$ cat src/rtl/updown_mod_counter.sv
// updown_mod_counter: parametrised modulo-MOD up/down counter with enable
// prescaler, synchronous clear, clamped parallel load and a registered
// terminal-count pulse.
// Optional feature: define UPDOWN_MOD_COUNTER_SAT_EN for saturating mode
// (steps that would wrap are suppressed and tc flags each suppressed step).
module updown_mod_counter #(
    parameter int unsigned     WIDTH    = 8,
    parameter longint unsigned MOD      = 256,
    parameter int unsigned     PRESCALE = 1
) (
    input  logic             clk,
    input  logic             reset,
    input  logic             enable,
    input  logic             up_dn,
    input  logic             clear,
    input  logic             load,
    input  logic [WIDTH-1:0] load_val,
    output logic [WIDTH-1:0] out,
    output logic             tc
);

    // With PRESCALE == 1 the prescaler register is a constant 0 and folds away.
    localparam int unsigned      PRE_W    = (PRESCALE > 1) ? $clog2(PRESCALE) : 1;
    localparam logic [WIDTH-1:0] MAX_VAL  = WIDTH'(MOD - 64'd1);
    localparam logic [PRE_W-1:0] PRE_LAST = PRE_W'(PRESCALE - 1);

    generate
        if (WIDTH < 2 || WIDTH > 32) begin : g_bad_width
            $error("updown_mod_counter: WIDTH must be 2..32");
        end
        if (MOD < 2 || MOD > (64'd1 << WIDTH)) begin : g_bad_mod
            $error("updown_mod_counter: MOD must be 2..2**WIDTH");
        end
        if (PRESCALE < 1 || PRESCALE > 65536) begin : g_bad_prescale
            $error("updown_mod_counter: PRESCALE must be 1..65536");
        end
    endgenerate

    logic [PRE_W-1:0] pre;
    logic [PRE_W-1:0] pre_next;
    logic [WIDTH-1:0] out_next;
    logic             tc_next;

    // Next-state: clear > load > prescaled step > hold.
    always_comb begin
        pre_next = pre;
        out_next = out;
        tc_next  = 1'b0;
        if (clear) begin
            pre_next = '0;
            out_next = '0;
        end else if (load) begin
            pre_next = '0;
            out_next = (load_val > MAX_VAL) ? MAX_VAL : load_val;
        end else if (enable) begin
            if (pre == PRE_LAST) begin
                pre_next = '0;
                if (up_dn) begin
                    if (out == MAX_VAL) begin
                        tc_next = 1'b1;
`ifdef UPDOWN_MOD_COUNTER_SAT_EN
                        out_next = out;
`else
                        out_next = '0;
`endif
                    end else begin
                        out_next = out + WIDTH'(1);
                    end
                end else begin
                    if (out == '0) begin
                        tc_next = 1'b1;
`ifdef UPDOWN_MOD_COUNTER_SAT_EN
                        out_next = out;
`else
                        out_next = MAX_VAL;
`endif
                    end else begin
                        out_next = out - WIDTH'(1);
                    end
                end
            end else begin
                pre_next = pre + PRE_W'(1);
            end
        end
    end

    // State registers with asynchronous active-low reset.
    always_ff @(posedge clk or negedge reset) begin
        if (!reset) begin
            pre <= '0;
            out <= '0;
            tc  <= 1'b0;
        end else begin
            pre <= pre_next;
            out <= out_next;
            tc  <= tc_next;
        end
    end

endmodule
$ cat config.mk
export PLATFORM = sky130hd
export DESIGN_NAME = updown_mod_counter
export DESIGN_NICKNAME = d
export VERILOG_FILES = /design/src/rtl/updown_mod_counter.sv
export SDC_FILE = /design/constraint.sdc
export NUM_CORES = 1
export LEC_CHECK = 0
export BUFFER_PORTS_ARGS = -buffer_cell sky130_fd_sc_hd__buf_2
export CORE_MARGIN = 2
export CORE_UTILIZATION = 50
export CTS_BUF_LIST = sky130_fd_sc_hd__clkbuf_8 sky130_fd_sc_hd__clkbuf_16
export CTS_CLUSTER_SIZE = 16
export DETAILED_ROUTE_END_ITERATION = 8
export PLACE_DENSITY = 0.88
export SLEW_MARGIN = 25
export SYNTH_ARGS = -nofsm -noshare
export SYNTH_HDL_FRONTEND = slang
export SYNTH_SLANG_ARGS = --single-unit
$ cat constraint.sdc
create_clock -name clk -period 2.2 [get_ports clk]
set_input_delay 0 -clock clk [delete_from_list [all_inputs] [get_ports clk]]
set_output_delay 0 -clock clk [all_outputs]
set_load 0.05 [all_outputs]
==> impl.org, run 1 <==
** Status
- The run finished with clean final reports.

** Synthesis
- Yosys mapped the design onto 39 distinct sky130hd cell types.
- Synth area leader :: sky130_fd_sc_hd__dfrtp_1
- Primary flip-flop cell chosen by synthesis mapping :: sky130_fd_sc_hd__dfrtp_1
- Fraction of registers with async set or reset after synthesis :: 100%
- Synthesis produced a netlist whose cell count is around 100.
- Each instance of the synthesized netlist takes up on average 8.09 um^2.
- Yosys printed 0 warnings.
- By area the synthesized netlist is led by sky130_fd_sc_hd__dfrtp_1, sky130_fd_sc_hd__a21oi_1, sky130_fd_sc_hd__nor2_1, sky130_fd_sc_hd__ha_1, sky130_fd_sc_hd__xnor2_1.
- Net count after synthesis :: 120
- In this run, synthesis produced a sequential element count of 9.
- Sequential area share after synthesis :: between 20% and 30%
- Post-synth EDFFs :: 0
- Synth Cell Area :: 833 um^2
- The share of synthesized area in the top cell type comes to 27.0%.

** Routing
- Summing over every cut layer, the via total after detailed routing is ~870.
- Summed over all layers, the routed wires come to 2140 um.
- Number of remaining DRC errors :: 0
- Once detail routing completed, the nets flagged for antenna violations numbered 0.
- Number of iterations in the first detailed-routing pass :: 4
- After detailed routing, the number of vias per cell comes to 6.28.
- The first routing iteration left 27 violations.
- Dividing the detail-routed wire length by the instance count gives around 16 um.

** Floorplanning
- Core ar. :: roughly 0.0015 mm^2
- Starting density of the core :: 54.1%
- After floorplanning, the core was divided into 14 placement rows.
- From left edge to right edge, the die measures 44.8 um.
- During I/O placement, the number of pins put on the boundary was 23.
- Vertical extent of the die :: about 45 um
- Die footprint :: ~0.0020 mm^2

** Layout
- Antenna diode instance count :: 0
- From synthesis to final layout, the design area changed by 18.3%.
- Net count reported at finish :: 140
- The library cell used most frequently in the layout, excluding fill and tap cells, is sky130_fd_sc_hd__buf_2.
- Fraction of final layout cells with drive strength greater than 1 :: 25.4%
- In the layout the commonest cells are sky130_fd_sc_hd__buf_2, sky130_fd_sc_hd__nor2_1, sky130_fd_sc_hd__a21oi_1, sky130_fd_sc_hd__dfrtp_1, sky130_fd_sc_hd__nand3_1.

** Hold path
- Worst min-delay path category :: input port to register
- Along the worst hold path, the cell count comes to 2.

** STA
- Headroom to the max-slew limit came out at 69.4%.
- In the finished design, the share of the clock period the worst path needs comes to ~83%.
- Setup violations remaining at the end of the flow were counted as 0.
- Setup repair after global routing left no endpoint under its margin.
- Across all setup checks in the final design, the least slack found is ~0.38 ns.
- Max-slew violations :: 0
- Static timing analysis puts the maximum clock frequency at between 500 and 600 MHz.
- For the final routed database, the setup TNS stands at 0 ns.
- The count of endpoints failing hold in the final timing report came to 0.
- Worst Hold Margin :: 0.00722 ns
- Final critical path time including I/O delays and setup :: about 1.8 ns
- Least-Margin Pin Slew :: 0.456 ns
- Max Clock Skew :: 0.00269 ns

** Critical path
- In this design, the largest share of critical-path delay is due to simple AND/OR/NAND/NOR gates.
- The number of cells on the worst reg-to-reg path is 5.
- Critical Path Slowest Stage Cell :: sky130_fd_sc_hd__dfrtp_1
- For flop-to-flop paths, the worst setup slack is 0.38 ns.
- For the worst setup path, the data arrival time is 1.93 ns.
- Buffer and inverter count on the worst path :: 0
- In this design, the stage delay of the slowest critical-path cell is 0.49 ns.
- Kind of critical path :: register to register
- For the worst setup path, the data required time is about 2.3 ns.
- The signal on the critical path passes through or3_4 -> nor4_2 -> a311oi_1 -> o31ai_1 -> o21ai_1.
- Counting buffers and inverters, the worst setup path is 5 cells deep.
- In this run the worst path has a maximum fanout of 9.
- Endpoint kind of the worst setup timing path :: register
- Startpoint type of the worst setup path :: register

** Placed design
- Detailed placement ended at an HPWL of 1510 um.
- Routability-driven placement finished with a final weighted congestion of 0.976.
- The count of buffers added on input and output ports is 22.
- Pre-CTS setup slack :: about 0.40 ns

** Power
- The clock network accounts for 31.8% of the total power.
- Per report_power, the sequential group accounts for 33.6% of the total.
- The internal portion of the total power is between 0.3 and 0.4 mW.
- Switching part of the total power :: 37.0%
- Pwr/cell area :: 608 mW/mm^2
- Net switching power figure :: between 0.2 and 0.25 mW
- Combinational cells account for between 30% and 40% of the total power.
- Total leakage power :: 0.435 nW
- VDD sags by at most 0.471 mV.

** Global route
- Gr usage total :: 24.2%
- The first global-routing pass estimated about 3600 um of wire.
- Vias in the first global route :: 811
- Largest net degree at the start of global routing :: 17
- For this run the aggregate overflow at the end of global routing stands at 0.
- Initial antenna violation count :: 0

** Clocking
- Clock buffer count from CTS :: 3
- Largest buffer count on any clock path :: 2
- In this run the number of H-tree levels came out at 1.
- The cell sitting at the root of the clock tree is a sky130_fd_sc_hd__clkbuf_8.
- Clock transition at the register clock pins on the worst setup and hold paths after CTS :: 0.05 ns
- For this design, the sink count on the clock tree is 9.
- In this run the post-CTS setup repair buffer count came out at 0.
- CTS tree :: yes
- Clock latency on the worst-skew pair :: 0.23 ns

** Run
- The tool flagged a number of max-cap violations equal to 0.
==> per-layer routing <==
layer | wire length, um | global-route usage, % | up-vias | share of wire (%)
li1 | - | - | 418 | -
met1 | 949 | 32.1 | 408 | 44
met2 | 1020 | 39.7 | 37 | 48
met3 | 140 | 6.00 | 4 | 6.5
met4 | 31 | 5.88 | 0 | 1.4
met5 | 0 | 0 | - | 0
==> cell families (layout without fill, tap and decap cells) <==
group                    after synthesis  after routing  synth area share, %
AO/OA/AOI/OAI                         30             30                 24.8
adder cells (fa/ha/maj)                3              3                 4.50
multiplexers                           1              1                 1.20
buffers and inverters                 12             31                 6.61
AND/OR/NAND/NOR                       42             42                 29.6
flip-flops                             9              9                 27.0
XOR/XNOR                               6              6                 6.31
==> stage by stage <==
stage	cell area [um^2]	power (mW)	std cells	util, %
5_1_grt	986	0.631	138	64.0
4_1_cts	986	0.600	138	64.0
3_3_place_gp	931	0.401	133	60.4
3_5_place_dp	931	0.406	133	60.4
2_1_floorplan	833	0.358	103	-
6_report	986	0.599	138	64.0
==> worst paths after layout <==
check	from	to
worst max-delay path	out[4]	out[7]
worst min-delay path	load_val[6]	out[6]
worst max register to register	out[4]	out[7]
worst min register to register	out[7]	out[7]
max in group asynchronous	reset	out[4]
min in group asynchronous	reset	tc
==> cell usage after synthesis, drive strengths merged (3+ instances only) <==
| cell type | n |
|---|---|
| a21oi | 9 |
| a221o | 3 |
| buf | 3 |
| clkbuf | 7 |
| dfrtp | 9 |
| ha | 3 |
| nand2 | 3 |
| nand2b | 3 |
| nand3 | 5 |
| nand4 | 3 |
| nor2 | 11 |
| nor3 | 4 |
| nor3b | 4 |
| nor4 | 3 |
| o21ai | 4 |
| xnor2 | 4 |
==> worst reg2reg max path, cell delays in order (launching register included) <==
cell and delay, ns:
sky130_fd_sc_hd__dfrtp_1 0.49, sky130_fd_sc_hd__or3_4 0.48, sky130_fd_sc_hd__nor4_2 0.36, sky130_fd_sc_hd__a311oi_1 0.18, sky130_fd_sc_hd__o31ai_1 0.10, sky130_fd_sc_hd__o21ai_1 0.10
==> power by group through the flow <==
| stage | clock, mW | sequential, mW | combinational (mW) |
|---|---|---|---|
| after floorplan | 0 | 0.231 | 0.127 |
| after global placement | 0 | 0.202 | 0.199 |
| after detailed placement | 0 | 0.203 | 0.203 |
| after CTS | 0.194 | 0.200 | 0.206 |
| after global routing | 0.201 | 0.204 | 0.225 |
| final | 0.191 | 0.201 | 0.207 |
==> cell type report <==
class                   instances  area, um^2
fillers                       148         556
multi-input cells              82         553
flip-flops and latches          9         225
repair buffers                 25         135
clock buffers                   3        41.3
well taps                      16        20.0
inverters                       2        7.51
clock inverters                 1        3.75
==> flip-flops by register name (all words and copies together), names as in the netlist <==
signal	flops
tc	1
out	8
==> timing repair <==
action,4_1_cts,5_1_grt
resized for setup,0,0
hold buffers,1,0
hold endpoints to repair,9,0
(Power assumes the default switching activity.)
==> inputs of run 2 (changes only) <==
Clock period 2.2 ns to 1.7 ns, I/O delays scaled along.
==> run 2 against run 1 <==
  * Worst setup slack worse by 0.36 ns
  * Count of clock-buffer cells in the layout is the same
  * Worst hold slack lost 0.0025 ns
  * Critical path type unchanged
  * Maximum frequency up 8.0%
  * Clock power increased by 41%
  * Via count rose by 0.81%
  * Highest routed layer unchanged
  * Sequential power is 28% higher
  * Final cell count is 3.6% higher
  * Core utilization rose by 5.1 points
  * Sequential share of layout area down 1.2 points
  * First-iteration DRC count up 19%
  * Flip-flop and latch count did not move
==> impl.org, run 2 (synthesis results as in run 1) <==
** Layout
- The library cells used most frequently in the layout, excluding fill and tap cells, are sky130_fd_sc_hd__buf_2, sky130_fd_sc_hd__nor2_1, sky130_fd_sc_hd__a21oi_1, sky130_fd_sc_hd__buf_4, sky130_fd_sc_hd__dfrtp_1.
- Core utilization of the finished layout :: about 69%
- The final layout contains 145 nets.
- Top flop regs :: out x8, tc x1
- Final cell count without fillers :: around 140
- The library cell used most frequently in the layout, excluding fill and tap cells, is sky130_fd_sc_hd__buf_2.
- Fraction of final layout cells with drive strength greater than 1 :: 36.2%
- Area added between synthesis and finish :: 27.8%
- Max FFs per register :: 8
- Area of all placed cells without fillers :: 0.00106 mm^2
- out holds more flip-flops than any other register.
- Total of fill cells in the finished design :: between 100 and 150
- Antenna diode instance count :: 0

** Floorplanning
- In this run the vertical extent of the chip is 44.8 um.
- 23 I/O pins were placed.
- Core ar. :: 0.00154 mm^2
- Die footprint :: 0.00201 mm^2
- Row generation in the floorplan step produced 14 rows.
- Chip width :: 44.8 um
- For this configuration, the core starts out at a cell density of a little over half.

** STA
- Setup total negative slack on the finished layout was measured at 0 ns.
- Least-Margin Pin Slew :: 0.403 ns
- Final count of negative-setup-slack endpoints :: 0
- Max Clock Skew :: 0.000620 ns
- Post-route worst setup slack :: 0.0149 ns
- Max-slew violations :: 0
- Final hold analysis gives a worst-case slack of 0.00476 ns.
- After layout, the worst path uses between 90% and 100% of the clock period.
- Setup repair after global routing could not meet its margin everywhere.
- Subtracting the final worst setup slack from the clock period gives 1.69 ns.
- Max frequency :: approximately 590 MHz
- The count of endpoints failing hold in the final timing report came to 0.
- Worst slew margin :: 73.1%

** Global route
- The first global-routing pass estimated around 3700 um of wire.
- Initial antenna violation count :: 0
- Largest net degree at the start of global routing :: 17
- Vias in the first global route :: 819
- Global routing consumed, over all layers together, 25.0% of the routing resources.
- Global routing finished with a remaining overflow of 0.

** Power
- Post-layout total power :: 0.828 mW
- Across the VDD grid, the largest voltage drop is between 0.5 and 0.6 mV.
- Registers are responsible for 31.0% of the overall power.
- In this run the static leakage power is approximately 0.46 nW.
- Net switching power figure :: 0.316 mW
- Clock Power Share :: 32.5%
- The internal portion of the total power is 0.512 mW.
- Combinational cells account for 36.5% of the total power.
- Pwr/cell area :: ~780 mW/mm^2
- Switching part of the total power :: 38.2%

** Critical path
- Crit path DAT :: 1.80 ns
- The worst register-to-register path has a depth of 5.
- The largest individual stage delay along the critical path comes from the cell sky130_fd_sc_hd__or4_4.
- CP delay by family, top :: simple AND/OR/NAND/NOR gates
- Endpoint kind of the worst setup timing path :: register
- Internal reg-to-reg setup slack :: 0.01 ns
- Launching point of the worst reg2reg path :: out[3]
- The setup path with the least slack is of type register to register.
- Buffer and inverter count on the worst path :: 0
- Startpoint type of the worst setup path :: register
- Of all nets on the critical path, the largest fanout is 4.
- For the worst setup path, the data required time is about 1.8 ns.
- R2r endpoint :: out[5]
- Worst stage delay on the critical path :: ~0.44 ns
- Critical-path cell list :: or3_4 -> or4_4 -> nand3_2 -> o211a_1 -> o32ai_1

** Routing
- After detailed routing, the total wire length is 2250 um.
- The detailed router finished its first iteration with 32 violations.
- Dividing the detail-routed via count by the number of cells gives 6.11.
- Number of iterations in the first detailed-routing pass :: 4
- In the routed design, unresolved DRC markers number 0.
- The detail route stage leaves a number of antenna-violating nets equal to 0.
- Post-detailed-route wirelength per cell :: 15.7 um
- Detailed routing inserted a total of 874 vias.

** Placed design
- Routability-driven placement congestion ratio :: 0.973
- Timing analysis after detailed placement gives a worst setup slack of about 0.068 ns.
- Number of port buffers :: 22
- Placed standard-cell area :: slightly below 0.001 mm^2
- Estimated wirelength of the detail-placed design :: roughly 1600 um
- Cell total after placement :: 136

** Hold path
- Worst min-delay path category :: input port to register
- Min-Delay Startpoint :: load_val[1]
- The worst hold path passes through 3 cells.
- The worst hold path terminates at out[1].

** Clocking
- CTS tree :: yes
- Clock buffer count from CTS :: 3
- At the later pin of the worst-skew pair, clock insertion delay measures 0.24 ns.
- H-tree lvl count :: 1
- The clock drives 9 sinks.
- The longest clock path from root to sink contains 2 buffers.
- Clock transition at the register clock pins on the worst setup and hold paths after CTS :: 0.05 ns
- Cell at the root of the clock tree :: sky130_fd_sc_hd__clkbuf_8

** Status
- Status :: completed

** Run
- Count of max-cap constraint violations :: 0
## run 2: cell types whose count changed in the layout (fill, tap and decap cells not counted), sizes merged
cell,before,now
buf,24,28
clkinv,0,1
dlygate4sd3,1,2
inv,3,2
## run 2: final cells by class
| class | count | area (um^2) | area share (%) |
|---|---|---|---|
| clock buffers | 3 | 41.3 | 3.88 |
| inverters | 2 | 7.51 | 0.705 |
| clock inverters | 1 | 5.00 | 0.470 |
| repair buffers | 30 | 175 | 16.5 |
| flip-flops and latches | 9 | 230 | 21.6 |
| multi-input cells | 82 | 586 | 55.0 |
| well taps | 16 | 20.0 | 1.88 |
## run 2: how the worst max path moves through the flow
stage	start	to	slack, ns	cells past startpoint
3_5_place_dp	out[4]	out[5]	0.07	5
2_1_floorplan	out[4]	out[5]	-0.19	6
3_3_place_gp	out[4]	out[5]	0.08	5
6_report	out[3]	out[5]	0.01	5
4_1_cts	out[4]	out[5]	0.05	5
5_1_grt	out[3]	out[5]	-0.04	5
## run 2: per-layer routing
metal	global-route usage, %	wire length [um]
met5	0	0
met4	8.24	19
met3	3.20	136
met2	43.2	1120
met1	32.3	971
## run 2: worst min-delay path, stage by stage
cell,delay (ns)
sky130_fd_sc_hd__buf_2,0.08
sky130_fd_sc_hd__a21oi_1,0.06
sky130_fd_sc_hd__nor2_1,0.07
## run 2: power groups by stage
stage               clock network, mW  registers, mW  logic [mW]
global route                    0.279          0.260       0.327
detailed placement                  0          0.258       0.284
finish                          0.269          0.257       0.303
global placement                    0          0.257       0.277
floorplan                           0          0.301       0.172
CTS                             0.271          0.255       0.290
## run 2: what timing repair did
item / in CTS / in global routing
gates resized for setup: 0 / 5
endpoints found under the hold margin: 10 / 0
setup buffers: 0 / 1
hold buffers: 2 / 0
endpoints found under the setup margin: 0 / 5
